File: src/rtl/ysyx_24110015_axi_arbiter_if.sv
// AXI4 channel bundle shared by the IFU, LSU and downstream ports of the arbiter.
interface axi_if #(
    parameter int unsigned ADDR_W = 32,
    parameter int unsigned DATA_W = 32,
    parameter int unsigned ID_W   = 4
);
    localparam int unsigned STRB_W = DATA_W / 8;

    logic [ADDR_W-1:0] araddr;
    logic [ID_W-1:0]   arid;
    logic [7:0]        arlen;
    logic [2:0]        arsize;
    logic [1:0]        arburst;
    logic              arvalid;
    logic              arready;

    logic [DATA_W-1:0] rdata;
    logic [1:0]        rresp;
    logic              rlast;
    logic [ID_W-1:0]   rid;
    logic              rvalid;
    logic              rready;

    logic [ADDR_W-1:0] awaddr;
    logic [ID_W-1:0]   awid;
    logic [7:0]        awlen;
    logic [2:0]        awsize;
    logic [1:0]        awburst;
    logic              awvalid;
    logic              awready;

    logic [DATA_W-1:0] wdata;
    logic [STRB_W-1:0] wstrb;
    logic              wlast;
    logic              wvalid;
    logic              wready;

    logic [1:0]        bresp;
    logic [ID_W-1:0]   bid;
    logic              bvalid;
    logic              bready;

    modport master (
        output araddr, arid, arlen, arsize, arburst, arvalid,
        input  arready,
        input  rdata, rresp, rlast, rid, rvalid,
        output rready,
        output awaddr, awid, awlen, awsize, awburst, awvalid,
        input  awready,
        output wdata, wstrb, wlast, wvalid,
        input  wready,
        input  bresp, bid, bvalid,
        output bready
    );

    modport slave (
        input  araddr, arid, arlen, arsize, arburst, arvalid,
        output arready,
        output rdata, rresp, rlast, rid, rvalid,
        input  rready,
        input  awaddr, awid, awlen, awsize, awburst, awvalid,
        output awready,
        input  wdata, wstrb, wlast, wvalid,
        output wready,
        output bresp, bid, bvalid,
        input  bready
    );
endinterface

File: src/rtl/ysyx_24110015_axi_arbiter.sv
// Two-master (IFU read-only, LSU read/write) to one-slave AXI4 arbiter, grant held per transaction.
// Optional ARB_ROUND_ROBIN_EN: alternate IFU/LSU on contention instead of fixed LSU priority.
module ysyx_24110015_axi_arbiter #(
    parameter int unsigned ADDR_W = 32,
    parameter int unsigned DATA_W = 32
) (
    input  logic clk,
    input  logic rst,
    axi_if.slave  ifu,
    axi_if.slave  lsu,
    axi_if.master mem
);

    typedef enum logic [1:0] {IDLE, IFU_R, LSU_R, LSU_W} state_t;

    state_t state;
    state_t state_nxt;

    logic lsu_req;
    state_t lsu_pick;

    assign lsu_req  = lsu.awvalid | lsu.arvalid;
    assign lsu_pick = lsu.awvalid ? LSU_W : LSU_R;

    always_ff @(posedge clk or posedge rst) begin
        if (rst) state <= IDLE;
        else     state <= state_nxt;
    end

`ifdef ARB_ROUND_ROBIN_EN
    // 1: LSU wins the next IFU/LSU contention, 0: IFU wins
    logic lsu_fav;
    logic lsu_fav_nxt;

    always_ff @(posedge clk or posedge rst) begin
        if (rst) lsu_fav <= 1'b0;
        else     lsu_fav <= lsu_fav_nxt;
    end
`endif

    // Grant decision in IDLE, release on the last read beat or the write response
    always_comb begin
        state_nxt = state;
`ifdef ARB_ROUND_ROBIN_EN
        lsu_fav_nxt = lsu_fav;
`endif
        case (state)
            IDLE: begin
`ifdef ARB_ROUND_ROBIN_EN
                if (lsu_req && (!ifu.arvalid || lsu_fav)) begin
                    state_nxt   = lsu_pick;
                    lsu_fav_nxt = 1'b0;
                end else if (ifu.arvalid) begin
                    state_nxt   = IFU_R;
                    lsu_fav_nxt = 1'b1;
                end
`else
                if (lsu_req)          state_nxt = lsu_pick;
                else if (ifu.arvalid) state_nxt = IFU_R;
`endif
            end
            IFU_R: if (mem.rvalid && ifu.rready && mem.rlast) state_nxt = IDLE;
            LSU_R: if (mem.rvalid && lsu.rready && mem.rlast) state_nxt = IDLE;
            LSU_W: if (mem.bvalid && lsu.bready)              state_nxt = IDLE;
            default: state_nxt = IDLE;
        endcase
    end

    // Channel mux: only the owner is connected, everything else is held at zero
    always_comb begin
        mem.araddr  = '0;
        mem.arid    = '0;
        mem.arlen   = '0;
        mem.arsize  = '0;
        mem.arburst = '0;
        mem.arvalid = 1'b0;
        mem.rready  = 1'b0;
        mem.awaddr  = '0;
        mem.awid    = '0;
        mem.awlen   = '0;
        mem.awsize  = '0;
        mem.awburst = '0;
        mem.awvalid = 1'b0;
        mem.wdata   = '0;
        mem.wstrb   = '0;
        mem.wlast   = 1'b0;
        mem.wvalid  = 1'b0;
        mem.bready  = 1'b0;

        ifu.arready = 1'b0;
        ifu.rdata   = '0;
        ifu.rresp   = '0;
        ifu.rlast   = 1'b0;
        ifu.rid     = '0;
        ifu.rvalid  = 1'b0;
        ifu.awready = 1'b0;
        ifu.wready  = 1'b0;
        ifu.bresp   = '0;
        ifu.bid     = '0;
        ifu.bvalid  = 1'b0;

        lsu.arready = 1'b0;
        lsu.rdata   = '0;
        lsu.rresp   = '0;
        lsu.rlast   = 1'b0;
        lsu.rid     = '0;
        lsu.rvalid  = 1'b0;
        lsu.awready = 1'b0;
        lsu.wready  = 1'b0;
        lsu.bresp   = '0;
        lsu.bid     = '0;
        lsu.bvalid  = 1'b0;

        case (state)
            IFU_R: begin
                mem.araddr  = ADDR_W'(ifu.araddr);
                mem.arid    = ifu.arid;
                mem.arlen   = ifu.arlen;
                mem.arsize  = ifu.arsize;
                mem.arburst = ifu.arburst;
                mem.arvalid = ifu.arvalid;
                ifu.arready = mem.arready;
                ifu.rdata   = DATA_W'(mem.rdata);
                ifu.rresp   = mem.rresp;
                ifu.rlast   = mem.rlast;
                ifu.rid     = mem.rid;
                ifu.rvalid  = mem.rvalid;
                mem.rready  = ifu.rready;
            end
            LSU_R: begin
                mem.araddr  = ADDR_W'(lsu.araddr);
                mem.arid    = lsu.arid;
                mem.arlen   = lsu.arlen;
                mem.arsize  = lsu.arsize;
                mem.arburst = lsu.arburst;
                mem.arvalid = lsu.arvalid;
                lsu.arready = mem.arready;
                lsu.rdata   = DATA_W'(mem.rdata);
                lsu.rresp   = mem.rresp;
                lsu.rlast   = mem.rlast;
                lsu.rid     = mem.rid;
                lsu.rvalid  = mem.rvalid;
                mem.rready  = lsu.rready;
            end
            LSU_W: begin
                mem.awaddr  = ADDR_W'(lsu.awaddr);
                mem.awid    = lsu.awid;
                mem.awlen   = lsu.awlen;
                mem.awsize  = lsu.awsize;
                mem.awburst = lsu.awburst;
                mem.awvalid = lsu.awvalid;
                lsu.awready = mem.awready;
                mem.wdata   = DATA_W'(lsu.wdata);
                mem.wstrb   = lsu.wstrb;
                mem.wlast   = lsu.wlast;
                mem.wvalid  = lsu.wvalid;
                lsu.wready  = mem.wready;
                lsu.bresp   = mem.bresp;
                lsu.bid     = mem.bid;
                lsu.bvalid  = mem.bvalid;
                mem.bready  = lsu.bready;
            end
            default: ;
        endcase
    end

endmodule

File: src/flat_wrapper.sv
// flat-port wrapper written by rule: the top's interface ports become plain ports
module ysyx_24110015_axi_arbiter_flat 
#(
    parameter int unsigned ADDR_W = 32,
    parameter int unsigned DATA_W = 32
)
  (clk, rst, ifu_araddr, ifu_arid, ifu_arlen, ifu_arsize, ifu_arburst, ifu_arvalid, ifu_arready, ifu_rdata, ifu_rresp, ifu_rlast, ifu_rid, ifu_rvalid, ifu_rready, ifu_awaddr, ifu_awid, ifu_awlen, ifu_awsize, ifu_awburst, ifu_awvalid, ifu_awready, ifu_wdata, ifu_wstrb, ifu_wlast, ifu_wvalid, ifu_wready, ifu_bresp, ifu_bid, ifu_bvalid, ifu_bready, lsu_araddr, lsu_arid, lsu_arlen, lsu_arsize, lsu_arburst, lsu_arvalid, lsu_arready, lsu_rdata, lsu_rresp, lsu_rlast, lsu_rid, lsu_rvalid, lsu_rready, lsu_awaddr, lsu_awid, lsu_awlen, lsu_awsize, lsu_awburst, lsu_awvalid, lsu_awready, lsu_wdata, lsu_wstrb, lsu_wlast, lsu_wvalid, lsu_wready, lsu_bresp, lsu_bid, lsu_bvalid, lsu_bready, mem_araddr, mem_arid, mem_arlen, mem_arsize, mem_arburst, mem_arvalid, mem_arready, mem_rdata, mem_rresp, mem_rlast, mem_rid, mem_rvalid, mem_rready, mem_awaddr, mem_awid, mem_awlen, mem_awsize, mem_awburst, mem_awvalid, mem_awready, mem_wdata, mem_wstrb, mem_wlast, mem_wvalid, mem_wready, mem_bresp, mem_bid, mem_bvalid, mem_bready);
  axi_if #(.ADDR_W(ADDR_W), .DATA_W(DATA_W)) ifu_i ();
  axi_if #(.ADDR_W(ADDR_W), .DATA_W(DATA_W)) lsu_i ();
  axi_if #(.ADDR_W(ADDR_W), .DATA_W(DATA_W)) mem_i ();
  input  logic clk;
  input  logic rst;
  input wire logic [$bits(ifu_i.araddr)-1:0] ifu_araddr;
  input wire logic [$bits(ifu_i.arid)-1:0] ifu_arid;
  input wire logic [$bits(ifu_i.arlen)-1:0] ifu_arlen;
  input wire logic [$bits(ifu_i.arsize)-1:0] ifu_arsize;
  input wire logic [$bits(ifu_i.arburst)-1:0] ifu_arburst;
  input wire logic [$bits(ifu_i.arvalid)-1:0] ifu_arvalid;
  output wire logic [$bits(ifu_i.arready)-1:0] ifu_arready;
  output wire logic [$bits(ifu_i.rdata)-1:0] ifu_rdata;
  output wire logic [$bits(ifu_i.rresp)-1:0] ifu_rresp;
  output wire logic [$bits(ifu_i.rlast)-1:0] ifu_rlast;
  output wire logic [$bits(ifu_i.rid)-1:0] ifu_rid;
  output wire logic [$bits(ifu_i.rvalid)-1:0] ifu_rvalid;
  input wire logic [$bits(ifu_i.rready)-1:0] ifu_rready;
  input wire logic [$bits(ifu_i.awaddr)-1:0] ifu_awaddr;
  input wire logic [$bits(ifu_i.awid)-1:0] ifu_awid;
  input wire logic [$bits(ifu_i.awlen)-1:0] ifu_awlen;
  input wire logic [$bits(ifu_i.awsize)-1:0] ifu_awsize;
  input wire logic [$bits(ifu_i.awburst)-1:0] ifu_awburst;
  input wire logic [$bits(ifu_i.awvalid)-1:0] ifu_awvalid;
  output wire logic [$bits(ifu_i.awready)-1:0] ifu_awready;
  input wire logic [$bits(ifu_i.wdata)-1:0] ifu_wdata;
  input wire logic [$bits(ifu_i.wstrb)-1:0] ifu_wstrb;
  input wire logic [$bits(ifu_i.wlast)-1:0] ifu_wlast;
  input wire logic [$bits(ifu_i.wvalid)-1:0] ifu_wvalid;
  output wire logic [$bits(ifu_i.wready)-1:0] ifu_wready;
  output wire logic [$bits(ifu_i.bresp)-1:0] ifu_bresp;
  output wire logic [$bits(ifu_i.bid)-1:0] ifu_bid;
  output wire logic [$bits(ifu_i.bvalid)-1:0] ifu_bvalid;
  input wire logic [$bits(ifu_i.bready)-1:0] ifu_bready;
  input wire logic [$bits(lsu_i.araddr)-1:0] lsu_araddr;
  input wire logic [$bits(lsu_i.arid)-1:0] lsu_arid;
  input wire logic [$bits(lsu_i.arlen)-1:0] lsu_arlen;
  input wire logic [$bits(lsu_i.arsize)-1:0] lsu_arsize;
  input wire logic [$bits(lsu_i.arburst)-1:0] lsu_arburst;
  input wire logic [$bits(lsu_i.arvalid)-1:0] lsu_arvalid;
  output wire logic [$bits(lsu_i.arready)-1:0] lsu_arready;
  output wire logic [$bits(lsu_i.rdata)-1:0] lsu_rdata;
  output wire logic [$bits(lsu_i.rresp)-1:0] lsu_rresp;
  output wire logic [$bits(lsu_i.rlast)-1:0] lsu_rlast;
  output wire logic [$bits(lsu_i.rid)-1:0] lsu_rid;
  output wire logic [$bits(lsu_i.rvalid)-1:0] lsu_rvalid;
  input wire logic [$bits(lsu_i.rready)-1:0] lsu_rready;
  input wire logic [$bits(lsu_i.awaddr)-1:0] lsu_awaddr;
  input wire logic [$bits(lsu_i.awid)-1:0] lsu_awid;
  input wire logic [$bits(lsu_i.awlen)-1:0] lsu_awlen;
  input wire logic [$bits(lsu_i.awsize)-1:0] lsu_awsize;
  input wire logic [$bits(lsu_i.awburst)-1:0] lsu_awburst;
  input wire logic [$bits(lsu_i.awvalid)-1:0] lsu_awvalid;
  output wire logic [$bits(lsu_i.awready)-1:0] lsu_awready;
  input wire logic [$bits(lsu_i.wdata)-1:0] lsu_wdata;
  input wire logic [$bits(lsu_i.wstrb)-1:0] lsu_wstrb;
  input wire logic [$bits(lsu_i.wlast)-1:0] lsu_wlast;
  input wire logic [$bits(lsu_i.wvalid)-1:0] lsu_wvalid;
  output wire logic [$bits(lsu_i.wready)-1:0] lsu_wready;
  output wire logic [$bits(lsu_i.bresp)-1:0] lsu_bresp;
  output wire logic [$bits(lsu_i.bid)-1:0] lsu_bid;
  output wire logic [$bits(lsu_i.bvalid)-1:0] lsu_bvalid;
  input wire logic [$bits(lsu_i.bready)-1:0] lsu_bready;
  output wire logic [$bits(mem_i.araddr)-1:0] mem_araddr;
  output wire logic [$bits(mem_i.arid)-1:0] mem_arid;
  output wire logic [$bits(mem_i.arlen)-1:0] mem_arlen;
  output wire logic [$bits(mem_i.arsize)-1:0] mem_arsize;
  output wire logic [$bits(mem_i.arburst)-1:0] mem_arburst;
  output wire logic [$bits(mem_i.arvalid)-1:0] mem_arvalid;
  input wire logic [$bits(mem_i.arready)-1:0] mem_arready;
  input wire logic [$bits(mem_i.rdata)-1:0] mem_rdata;
  input wire logic [$bits(mem_i.rresp)-1:0] mem_rresp;
  input wire logic [$bits(mem_i.rlast)-1:0] mem_rlast;
  input wire logic [$bits(mem_i.rid)-1:0] mem_rid;
  input wire logic [$bits(mem_i.rvalid)-1:0] mem_rvalid;
  output wire logic [$bits(mem_i.rready)-1:0] mem_rready;
  output wire logic [$bits(mem_i.awaddr)-1:0] mem_awaddr;
  output wire logic [$bits(mem_i.awid)-1:0] mem_awid;
  output wire logic [$bits(mem_i.awlen)-1:0] mem_awlen;
  output wire logic [$bits(mem_i.awsize)-1:0] mem_awsize;
  output wire logic [$bits(mem_i.awburst)-1:0] mem_awburst;
  output wire logic [$bits(mem_i.awvalid)-1:0] mem_awvalid;
  input wire logic [$bits(mem_i.awready)-1:0] mem_awready;
  output wire logic [$bits(mem_i.wdata)-1:0] mem_wdata;
  output wire logic [$bits(mem_i.wstrb)-1:0] mem_wstrb;
  output wire logic [$bits(mem_i.wlast)-1:0] mem_wlast;
  output wire logic [$bits(mem_i.wvalid)-1:0] mem_wvalid;
  input wire logic [$bits(mem_i.wready)-1:0] mem_wready;
  input wire logic [$bits(mem_i.bresp)-1:0] mem_bresp;
  input wire logic [$bits(mem_i.bid)-1:0] mem_bid;
  input wire logic [$bits(mem_i.bvalid)-1:0] mem_bvalid;
  output wire logic [$bits(mem_i.bready)-1:0] mem_bready;
  assign ifu_i.araddr = ifu_araddr;
  assign ifu_i.arid = ifu_arid;
  assign ifu_i.arlen = ifu_arlen;
  assign ifu_i.arsize = ifu_arsize;
  assign ifu_i.arburst = ifu_arburst;
  assign ifu_i.arvalid = ifu_arvalid;
  assign ifu_arready = ifu_i.arready;
  assign ifu_rdata = ifu_i.rdata;
  assign ifu_rresp = ifu_i.rresp;
  assign ifu_rlast = ifu_i.rlast;
  assign ifu_rid = ifu_i.rid;
  assign ifu_rvalid = ifu_i.rvalid;
  assign ifu_i.rready = ifu_rready;
  assign ifu_i.awaddr = ifu_awaddr;
  assign ifu_i.awid = ifu_awid;
  assign ifu_i.awlen = ifu_awlen;
  assign ifu_i.awsize = ifu_awsize;
  assign ifu_i.awburst = ifu_awburst;
  assign ifu_i.awvalid = ifu_awvalid;
  assign ifu_awready = ifu_i.awready;
  assign ifu_i.wdata = ifu_wdata;
  assign ifu_i.wstrb = ifu_wstrb;
  assign ifu_i.wlast = ifu_wlast;
  assign ifu_i.wvalid = ifu_wvalid;
  assign ifu_wready = ifu_i.wready;
  assign ifu_bresp = ifu_i.bresp;
  assign ifu_bid = ifu_i.bid;
  assign ifu_bvalid = ifu_i.bvalid;
  assign ifu_i.bready = ifu_bready;
  assign lsu_i.araddr = lsu_araddr;
  assign lsu_i.arid = lsu_arid;
  assign lsu_i.arlen = lsu_arlen;
  assign lsu_i.arsize = lsu_arsize;
  assign lsu_i.arburst = lsu_arburst;
  assign lsu_i.arvalid = lsu_arvalid;
  assign lsu_arready = lsu_i.arready;
  assign lsu_rdata = lsu_i.rdata;
  assign lsu_rresp = lsu_i.rresp;
  assign lsu_rlast = lsu_i.rlast;
  assign lsu_rid = lsu_i.rid;
  assign lsu_rvalid = lsu_i.rvalid;
  assign lsu_i.rready = lsu_rready;
  assign lsu_i.awaddr = lsu_awaddr;
  assign lsu_i.awid = lsu_awid;
  assign lsu_i.awlen = lsu_awlen;
  assign lsu_i.awsize = lsu_awsize;
  assign lsu_i.awburst = lsu_awburst;
  assign lsu_i.awvalid = lsu_awvalid;
  assign lsu_awready = lsu_i.awready;
  assign lsu_i.wdata = lsu_wdata;
  assign lsu_i.wstrb = lsu_wstrb;
  assign lsu_i.wlast = lsu_wlast;
  assign lsu_i.wvalid = lsu_wvalid;
  assign lsu_wready = lsu_i.wready;
  assign lsu_bresp = lsu_i.bresp;
  assign lsu_bid = lsu_i.bid;
  assign lsu_bvalid = lsu_i.bvalid;
  assign lsu_i.bready = lsu_bready;
  assign mem_araddr = mem_i.araddr;
  assign mem_arid = mem_i.arid;
  assign mem_arlen = mem_i.arlen;
  assign mem_arsize = mem_i.arsize;
  assign mem_arburst = mem_i.arburst;
  assign mem_arvalid = mem_i.arvalid;
  assign mem_i.arready = mem_arready;
  assign mem_i.rdata = mem_rdata;
  assign mem_i.rresp = mem_rresp;
  assign mem_i.rlast = mem_rlast;
  assign mem_i.rid = mem_rid;
  assign mem_i.rvalid = mem_rvalid;
  assign mem_rready = mem_i.rready;
  assign mem_awaddr = mem_i.awaddr;
  assign mem_awid = mem_i.awid;
  assign mem_awlen = mem_i.awlen;
  assign mem_awsize = mem_i.awsize;
  assign mem_awburst = mem_i.awburst;
  assign mem_awvalid = mem_i.awvalid;
  assign mem_i.awready = mem_awready;
  assign mem_wdata = mem_i.wdata;
  assign mem_wstrb = mem_i.wstrb;
  assign mem_wlast = mem_i.wlast;
  assign mem_wvalid = mem_i.wvalid;
  assign mem_i.wready = mem_wready;
  assign mem_i.bresp = mem_bresp;
  assign mem_i.bid = mem_bid;
  assign mem_i.bvalid = mem_bvalid;
  assign mem_bready = mem_i.bready;
  ysyx_24110015_axi_arbiter #(.ADDR_W(ADDR_W), .DATA_W(DATA_W)) u_core (.clk(clk), .rst(rst), .ifu(ifu_i), .lsu(lsu_i), .mem(mem_i));
endmodule
File: config.mk
export PLATFORM = sky130hd
export DESIGN_NAME = ysyx_24110015_axi_arbiter_flat
export DESIGN_NICKNAME = d
export VERILOG_FILES = /design/src/rtl/ysyx_24110015_axi_arbiter_if.sv /design/src/rtl/ysyx_24110015_axi_arbiter.sv /design/src/flat_wrapper.sv
export SDC_FILE = /design/constraint.sdc
export NUM_CORES = 1
export LEC_CHECK = 0
export BUFFER_PORTS_ARGS = -buffer_cell sky130_fd_sc_hd__clkbuf_2
export CAP_MARGIN = 20
export CORE_AREA = 5 5 222 224
export DETAILED_ROUTE_END_ITERATION = 16
export DIE_AREA = 0 0 227 229
export GPL_TIMING_DRIVEN = 0
export SLEW_MARGIN = 20
export SYNTH_ARGS = -nofsm -noshare
export SYNTH_HDL_FRONTEND = slang
export SYNTH_SLANG_ARGS = --single-unit
File: constraint.sdc
create_clock -name clk -period 4.1 [get_ports clk]
set_input_delay 0.41 -clock clk [delete_from_list [all_inputs] [get_ports clk]]
set_output_delay 0.41 -clock clk [all_outputs]
set_load 0.02 [all_outputs]
; ---- After elaboration in Yosys (flattened, before gate mapping)
; Index checks and enable logic that the tools add are counted.
[op_classes]
shift = 0
eq_ne = 7
multipliers = 0
bitwise = 1
magnitude_cmp = 0
n_div = 0
muxes = 42
n_reduce_logical = 7
add_sub_neg = 0
[op_table]
columns = cell, n
row1 = 32-bit two-way mux, 4
row2 = 32-bit one-hot mux with 2 select lines, 1
row3 = 4-bit two-way mux, 5
row4 = 2-bit two-way mux, 9
row5 = 8-bit one-hot mux with 2 select lines, 1
row6 = 1-bit two-way mux, 14
row7 = 8-bit two-way mux, 1
row8 = 2-bit one-hot mux with 4 select lines, 1
row9 = 4-bit one-hot mux with 2 select lines, 1
row10 = 2-bit by 1-bit != test with 1-bit output (second input constant), 3
row11 = 3-bit one-hot mux with 2 select lines, 1
row12 = 1-bit logical AND, 5
row13 = 2-bit == test (second input constant), 2
row14 = 1-bit one-hot mux with 2 select lines, 2
row15 = 2-bit one-hot mux with 2 select lines, 1
row16 = 4-bit AND reduction, 1
row17 = 3-bit two-way mux, 1
row18 = 3-bit by 2-bit != test with 1-bit output (second input constant), 1
row19 = 2-bit by 1-bit == test with 1-bit output (second input constant), 1
row20 = 2-bit zero test, 1
row21 = 1-bit OR, 1
[totals]
mem_bits_ro = 0
latchBits = 0
ramBits = 0
reg_bits = 2
inputBits = 332
memories = 0
elab_cells = 58

; ---- Logic depth before layout (Yosys ltp)
; Gate-level depths: netlist of run 1.
[depth]
depth_word = 4
mapped_depth = 7
depth_no_buf = 6

; ---- Worst setup path before layout of run 1
; OpenSTA, ideal clock, no wires.
[synth_timing]
path_type = register to output
from = register u_core.state[1]
to = output mem_araddr[0]
required_ns = 3.690
arrival_time_ns = 1.375
setup_slack_ns = 2.315
stages_incl_launch_ff = 6
path_cell_list = dfrtp_1 > inv_1 > ha_1 > buf_1 > a22oi_1 > nor2b_1
[synth_between]
elab_chain_cells = 2
elab_cells_between_ends = 3
cone_classes = eq/ne: 2 / mux: 1
[synth_lines]
columns = item, line
row1 = from (decl), ysyx_24110015_axi_arbiter.sv:16  ; state_t state;
row2 = from (signal assigned), ysyx_24110015_axi_arbiter.sv:27  ; else state <= state_nxt;
row3 = 2-bit == test / 2-bit by 1-bit == test with 1-bit output (equally long branches), ysyx_24110015_axi_arbiter.sv:114  ; case (state)
row4 = 32-bit one-hot mux with 2 select lines *, ysyx_24110015_axi_arbiter.sv:114
row5 = to (decl), flat_wrapper.sv:71  ; output wire logic [$bits(mem_i.araddr)-1:0] mem_araddr;
; Mark *: on every way between the ends. The rest lies on a longest branch, timed or not.

; ---- Final worst setup path of run 1
[layout_timing]
from = register u_core.state[1]
to = output mem_arlen[2]
[layout_between]
elab_chain_cells = 2
elab_cells_between_ends = 3
cone_classes = eq/ne: 2 / mux: 1
[layout_lines]
columns = item, line
row1 = 2-bit == test / 2-bit by 1-bit == test with 1-bit output (equally long branches), ysyx_24110015_axi_arbiter.sv:114
row2 = 8-bit one-hot mux with 2 select lines *, ysyx_24110015_axi_arbiter.sv:114
row3 = to (decl), flat_wrapper.sv:73  ; output wire logic [$bits(mem_i.arlen)-1:0] mem_arlen;
; Marked as above.

==> results.cfg, run 1 <==
[logic_synthesis]
syn-cell-area_sq_um = 2260
synth_top_area_share_pct = 49.8
synthFlopType = dfrtp_1
synth-edff-count = 0
ys_types = 19
syn-mean-instance-area_sq_um = 6.46
seq_area_frac_synth_pct = 2.21
async_flop_share_pct = 100
synth_common_cells = and2_1, a22oi_1, nor2b_1
netlist_top_cells_area = and2_1, a22oi_1, nor2b_1
yosys_warnings = 0
yosysTopAreaCell = and2_1
synthCells = 350
synth.most_common_cell = and2_1
ys_seq_elements = 2

[sta]
setup_violations = 0
fmax_mhz = 363
finalCritPeriodShare_pct = 67.2
rsz0062_at_grt = false
clock_skew_ps = 1.58
period_needed_ps = 2750
slew_violations = 0
setup_ws_ps = 1350
holdWs_ps = 36.3
finalHoldViolations = 0
worst_pin_slew_ps = 829
slew_headroom_pct = 44.8
tns_ps = 0

[job]
max_cap_violations = 0

[global_route]
met3_usage_pct = 2.07
grt_usage_pct = 7.13
grt.busiest_layer = met2
overflow = 0
grt_pass1_vias = 4322
antenna_found_initial = 6
use_met1_pct = 7.65
grt_max_degree = 11
met2_usage_pct = 13.5
grt_pass1_wl_mm = 26.8

[place]
dp.cells = 1446
gp_congestion = 0.790
placed_area_sq_um = 5430
dp_hpwl_mm = 18.8
pre_cts_slack_ps = 1370
port_buffers = 473

[min_path]
min_path_type = primary input to asynchronous set/reset pin

[layout]
top_regs = u_core.state x2
multi_input_area_sq_um = 2000
largest_reg_flops = 2
syn2layout_area_growth_pct = 144
design_area_sq_um = 5510
stdcell_count = 1451
seq_area_sq_um = 50.0
top_register = u_core.state
final_layout_size_suffix_gt1_share_pct = 59.8
nets = 1173
n_fill_cell = 5557

[setup_path]
arrival_ps = 2340
endpoint_kind = output pin
startpoint_type = flop
critical_path_class = flop to output pin
cp.required_ps = 3690
crit_path_max_fanout = 10

[routing]
wire_per_inst_um = 14.4
vias_per_cell = 2.96
dr.pass1.iters = 4
wl_mm = 20.9
route.detailed.drc = 0
drt_iter0_drc = 113
num_vias = 4301
ant_nets = 0

[floorplan]
initial_core_util_pct = 4.80
row_count = 80
die_h_um = 229
dieArea_sq_um = 52000
die_w_um = 227
core_area_sq_um = 47100
io_pins = 572

[clocking]
cts.repair.resized = 0
insertion_delay_ps = 220
tritoncts = done
clkTransAtPathRegs_ps = 30
holdBufCountCts = 0
htreeDepth = 1
clock-root-buffer = clkbuf_16
cts_buffers = 3
cts_sinks = 2
post_cts_buffers = 0
cts_buffer_depth = 2

[status]
run_status = complete, no violations

[pwr]
leakagePower_nw = 3.06
p_per_area_nw_per_um2 = 544
vdd_drop_max_v = 0.000189
-- final timing paths --
kind                                        startpoint                           to  slack [ps]  cells after the start
max                        u_core.state[1]$_DFFE_PP0P_                 mem_arlen[2]        1350                      5
min                                                rst  u_core.state[1]$_DFFE_PP0P_          40                      2
max reg2reg                u_core.state[0]$_DFFE_PP0P_  u_core.state[0]$_DFFE_PP0P_        2310                      7
min reg2reg                u_core.state[1]$_DFFE_PP0P_  u_core.state[1]$_DFFE_PP0P_         640                      2
max in group asynchronous                          rst  u_core.state[0]$_DFFE_PP0P_        3950                      2
min in group clk                           lsu_awvalid  u_core.state[0]$_DFFE_PP0P_         580                      3
-- layout by cell type, fill, tap and decap left out, types with 2 or more instances in the layout --
cell type,instances
clkbuf_2,475
and2_1,180
conb_1,9
buf_2,9
ha_1,5
clkbuf_1,21
diode_2,2
o21ai_0,2
a22oi_1,51
nand3_1,2
nor2b_1,51
buf_1,2
nand2_1,3
clkbuf_16,3
inv_1,4
dfrtp_1,2
buf_4,10
mux2i_1,2
-- kinds of logic after synthesis --
group,Yosys count,share of synthesized area (%)
compound gates,54,18.0
fa+ha+maj,5,2.77
buf+inv,49,10.7
flops,2,2.21
mux,2,0.885
other cells,1,0.166
simple gates,237,65.2
-- routing by layer --
metal / vias to the layer above / routed length [um]
met4: 10 / 478
met1: 1862 / 7710
met5: - / 69
met3: 24 / 2330
met2: 323 / 10300
li1: 2082 / -
-- metrics by stage --
stage                     util [%]  power, W
after floorplan                  -   0.00176
after detailed placement      11.5   0.00293
after CTS                     11.7   0.00309
after global routing          11.7   0.00326
after global placement        11.5   0.00293
final                         11.7   0.00300
-- layout make-up --
| type | count | area share (%) |
|---|---|---|
| inverter | 4 | 0.273 |
| antenna | 2 | 0.0908 |
| tap | 615 | 14.0 |
| buffer | 45 | 4.13 |
| multi-input combinational | 307 | 36.3 |
| clock buffer | 3 | 1.36 |
| timing repair buffer | 473 | 43.0 |
| sequential | 2 | 0.908 |
-- power breakdown --
group          internal, W  leakage (nW)  switching (W)
sequential       0.0000298        0.0250     0.00000910
combinational     0.000983          3.00        0.00183
clock             0.000124        0.0370      0.0000210
-- critical path: stages (launching register included) --
cell	delay, ps
dfrtp_1	380
inv_1	90
ha_1	670
clkbuf_1	550
nor2b_1	230
clkbuf_2	190
No activity file was read; power rests on OpenSTA's default activity.
==> inputs of run 2 (changes only) <==
Settings changed: CORE_AREA 5 5 222 224 to 5 5 216 218, DIE_AREA 0 0 227 229 to 0 0 221 223.
Clock period 4.1 ns to 2.5 ns, I/O delays scaled along.
==> run 2 against run 1 <==
  * Register-to-register slack worse by 1600 ps
  * Via count is 0.74% lower
  * Hold slack better by 370 ps
  * Sequential power grew 68%
  * Non-clock buffer count increased by 1
==> results.cfg, run 2 (synthesis results as in run 1) <==
[status]
run_status = complete, no violations

[layout]
n_fill_cell = 5286
largest_reg_flops = 2
nets = 1174
final_layout_size_suffix_gt1_share_pct = 60.4
syn2layout_area_growth_pct = 144
final_cell_mix = clkbuf_2, and2_1, a22oi_1, nor2b_1, clkbuf_1
top_register = u_core.state
design_area_sq_um = 5510
final_common_cell = clkbuf_2
top_regs = u_core.state x2

[routing]
num_vias = 4269
drt_iter0_drc = 121
dr.pass1.iters = 4
vias_per_cell = 2.97
route.detailed.drc = 0
ant_nets = 0
wire_per_inst_um = 14.0
wl_mm = 20.1

[sta]
tns_ps = 0
fmax_mhz = 428
period_needed_ps = 2340
finalCritPeriodShare_pct = 93.5
setup_ws_ps = 163
finalHoldViolations = 0
rsz0062_at_grt = false
setup_violations = 0
slew_violations = 0
clock_skew_ps = 2.23

[job]
max_cap_violations = 0

[setup_path]
slowest_stage = dfrtp_1
reg2reg_depth = 7
r2r_start = u_core.state[0]$_DFFE_PP0P_
max_stage_delay_ps = 390
crit_path_max_fanout = 10
critical_path_class = flop to output pin
rrSetupSlack_ps = 740
path_depth = 7
startpoint_type = flop
arrival_ps = 2090
crit_chain = inv_1 > ha_1 > buf_2 > buf_4 > a22oi_1 > nor2b_1 > clkbuf_2
cp.required_ps = 2250
crit_buf_inv = 4
cp_top_family = buffers and inverters
setup.worst_path.start = u_core.state[0]$_DFFE_PP0P_
r2r_end = u_core.state[1]$_DFFE_PP0P_
endpoint = mem_araddr[25]
endpoint_kind = output pin

[floorplan]
core_area_sq_um = 44700
dieArea_sq_um = 49300
row_count = 78
die_w_um = 221
initial_core_util_pct = 5.06
io_pins = 572
die_h_um = 223

[pwr]
vdd_drop_max_v = 0.000353
p_per_area_nw_per_um2 = 886
leakagePower_nw = 3.07

[clocking]
tritoncts = done
clkTransAtPathRegs_ps = 30
insertion_delay_ps = 220
cts_sinks = 2
cts_buffer_depth = 2
cts_buffers = 3
htreeDepth = 1
clock-root-buffer = clkbuf_16

[place]
port_buffers = 473
gp_congestion = 0.942
pre_cts_slack_ps = 196
placed_area_sq_um = 5410
dp_hpwl_mm = 18.4

[global_route]
grt_max_degree = 11
antenna_found_initial = 1
grt_pass1_vias = 4357
overflow = 0
grt_pass1_wl_mm = 27.9
grt_usage_pct = 7.57

[min_path]
min_path_type = primary input to flop
-- run 2: cell count changes in the layout (fill, tap and decap cells not counted) --
cell | before | now
clkbuf_1 | 21 | 19
clkbuf_2 | 475 | 476
dlygate4sd3_1 | 0 | 1
diode_2 | 2 | 1
buf_4 | 10 | 11
ha_1 | 5 | 2
ha_2 | 0 | 3
-- run 2: final cells by class --
class | count | area (sq um) | area share, %
plain buffers | 45 | 233 | 4.22
inverters | 4 | 15.0 | 0.272
flip-flops and latches | 2 | 50.0 | 0.908
clock buffers | 3 | 75.1 | 1.36
repair buffers | 474 | 2380 | 43.1
diodes | 1 | 2.50 | 0.0454
multi-input cells | 307 | 2010 | 36.4
well taps | 600 | 751 | 13.6
-- run 2: power by group --
part           switching (W)  internal (W)
Sequential         0.0000167     0.0000488
Clock              0.0000405      0.000204
Combinational        0.00294       0.00164
-- run 2: timing repair --
action / in CTS / in global routing
buffers inserted: 0 / 0
hold buffers: 1 / 0
setup endpoints to repair: 11 / 12
resized for setup: 2 / 7
hold endpoints to repair: 2 / 0
-- run 2: worst reg2reg max path: cells and delay by family (launching register included) --
family / cells / cell delay [ps]
fa+ha+maj: 1 / 160
buf+inv: 3 / 720
flops: 1 / 390
mux: 1 / 210
simple gates: 2 / 200
-- run 2: worst min-delay path by stage --
stage                           start                           to  slack, ps  cells past startpoint
final                     lsu_awvalid  u_core.state[0]$_DFFE_PP0P_        410                      3
after global routing      lsu_awvalid  u_core.state[0]$_DFFE_PP0P_        440                      3
after CTS                 lsu_awvalid  u_core.state[0]$_DFFE_PP0P_        410                      3
after detailed placement          rst  u_core.state[0]$_DFFE_PP0P_        100                      2
after global placement            rst  u_core.state[0]$_DFFE_PP0P_         90                      2
after floorplan                   rst  u_core.state[0]$_DFFE_PP0P_         -9                      1
-- run 2: through the flow --
step	hold WS (ps)	utilization (%)	cells	power, W
CTS	412	12.3	1435	0.00499
finish	411	12.3	1436	0.00488
detailed placement	95.5	12.1	1431	0.00471
global placement	89.7	12.1	1431	0.00472
global route	440	12.3	1435	0.00529
floorplan	-8.82	-	358	0.00289
-- run 2: metal layers --
metal | wire length, um | up-vias | share of wire, % | GRT usage, %
li1 | - | 2085 | - | -
met4 | 812 | 2 | 4.0 | 3.06
met1 | 7190 | 1837 | 36 | 7.63
met3 | 1730 | 32 | 8.6 | 2.79
met2 | 10400 | 313 | 52 | 14.1
met5 | 13 | - | 0.065 | 0
==> inputs of run 3 (changes only) <==
Settings changed: BUFFER_PORTS_ARGS -buffer_cell sky130_fd_sc_hd__clkbuf_2 to -buffer_cell sky130_fd_sc_hd__buf_2.
==> run 3 against run 2 <==
  * Non-clock buffer count did not move
  * Clock skew fell by 1.6 ps
  * Combinational power barely moved
  * Utilization barely moved
  * Routed wire length rose by 0.93%
  * Flip-flop and latch count did not move
  * Critical path type unchanged
  * Design area barely moved
  * Register-to-register slack improved by 50 ps
  * Die area did not move
==> results.cfg, run 3 (synthesis results as in run 1) <==
[setup_path]
startpoint_type = flop
cp.required_ps = 2250
critical_path_class = flop to output pin
endpoint_kind = output pin
reg2reg_depth = 7
r2r_end = u_core.state[0]$_DFFE_PP0P_
crit_path_max_fanout = 10
arrival_ps = 2010
r2r_start = u_core.state[0]$_DFFE_PP0P_
rrSetupSlack_ps = 790

[routing]
vias_per_cell = 2.98
wl_mm = 20.3
ant_nets = 0
dr.pass1.iters = 4
drt_iter0_drc = 188
num_vias = 4280
route.detailed.drc = 0
wire_per_inst_um = 14.2

[layout]
top_register = u_core.state
nets = 1174
largest_reg_flops = 2
final_cell_mix = buf_2, and2_1, a22oi_1, nor2b_1, clkbuf_1
syn2layout_area_growth_pct = 144
multi_input_area_sq_um = 2010
final_layout_size_suffix_gt1_share_pct = 60.2
seq_area_sq_um = 50.0
final_common_cell = buf_2
n_fill_cell = 5242
design_area_sq_um = 5510
top_regs = u_core.state x2

[sta]
clock_skew_ps = 0.591
tns_ps = 0
finalCritPeriodShare_pct = 90.6
fmax_mhz = 442
setup_violations = 0
slew_violations = 0
period_needed_ps = 2260
finalHoldViolations = 0
rsz0062_at_grt = false

[clocking]
clock-root-buffer = clkbuf_16
cts_buffers = 3
insertion_delay_ps = 220
clkTransAtPathRegs_ps = 30
cts_buffer_depth = 2
cts_sinks = 2
tritoncts = done
htreeDepth = 1

[status]
run_status = complete, no violations

[place]
dp_hpwl_mm = 18.4
gp_congestion = 0.943
port_buffers = 473
placed_area_sq_um = 5410

[floorplan]
row_count = 78
core_area_sq_um = 44700
die_h_um = 223
die_w_um = 221
io_pins = 572
initial_core_util_pct = 5.06
dieArea_sq_um = 49300

[global_route]
antenna_found_initial = 2
grt_max_degree = 11
overflow = 0
grt_usage_pct = 7.60
grt_pass1_wl_mm = 28.1
grt_pass1_vias = 4354

[pwr]
leakagePower_nw = 3.19
p_per_area_nw_per_um2 = 881
vdd_drop_max_v = 0.000502

[min_path]
worstHoldStart = lsu_awvalid
min_path_type = primary input to flop
worstHoldEndpoint = u_core.state[1]$_DFFE_PP0P_
holdPathStages = 3

[job]
max_cap_violations = 0
## run 3: changes by cell type in the layout (fill, tap and decap cells not counted)
cell      before  now
buf_2          9  481
clkbuf_1      19   20
clkbuf_2     476    3
## run 3: worst max path at each step
stage | from | endpoint | slack (ps) | depth (start not counted)
CTS | u_core.state[0]$_DFFE_PP0P_ | mem_araddr[25] | 3 | 5
global placement | u_core.state[1]$_DFFE_PP0P_ | mem_araddr[12] | 220 | 5
global route | u_core.state[0]$_DFFE_PP0P_ | mem_araddr[25] | 20 | 7
floorplan | u_core.state[1]$_DFFE_PP0P_ | mem_araddr[0] | 880 | 5
finish | u_core.state[1]$_DFFE_PP0P_ | mem_araddr[25] | 240 | 5
detailed placement | u_core.state[0]$_DFFE_PP0P_ | mem_araddr[12] | 190 | 5
## run 3: repair_timing
item                       CTS  global route
setup endpoints to repair    1            27
hold endpoints to repair     2             0
setup buffers                0             0
resized for setup            1             5
hold buffers                 1             0
## run 3: layer usage
| metal | wire (um) | track usage, % | vias up |
|---|---|---|---|
| met5 | 13 | 0 | - |
| met4 | 655 | 2.56 | 2 |
| met3 | 1810 | 2.46 | 24 |
| met2 | 10600 | 14.3 | 318 |
| met1 | 7310 | 7.98 | 1853 |
| li1 | - | - | 2083 |
## run 3: layout make-up
| type | instances | share of cell area [%] |
|---|---|---|
| Antenna cell | 1 | 0.0454 |
| Sequential cell | 2 | 0.908 |
| Inverter | 4 | 0.273 |
| Timing Repair Buffer | 474 | 43.2 |
| Tap cell | 600 | 13.6 |
| Multi-Input combinational cell | 307 | 36.4 |
| Buffer | 45 | 4.20 |
| Clock buffer | 3 | 1.36 |
## run 3: worst max-delay path, cell delays in order (launching register included)
cell,delay [ps]
dfrtp_1,390
inv_1,100
ha_2,510
clkbuf_1,300
nor2b_1,280
buf_2,210
## run 3: power breakdown
group / internal [W] / total, W / leakage (nW) / switching [W]
logic: 0.00165 / 0.00455 / 3.13 / 0.00289
clock network: 0.000204 / 0.000241 / 0.0370 / 0.0000378
registers: 0.0000488 / 0.0000644 / 0.0250 / 0.0000156
total: 0.00190 / 0.00485 / 3.19 / 0.00295
## run 3: through the flow
stage	total power [W]	hold slack [ps]	std cells	setup slack [ps]	util, %
2_1_floorplan	0.00289	-8.82	358	875	-
3_3_place_gp	0.00471	108	1431	218	12.1
3_5_place_dp	0.00470	114	1431	188	12.1
4_1_cts	0.00496	401	1435	2.61	12.3
5_1_grt	0.00527	437	1435	20.4	12.3
6_report	0.00485	400	1436	236	12.3
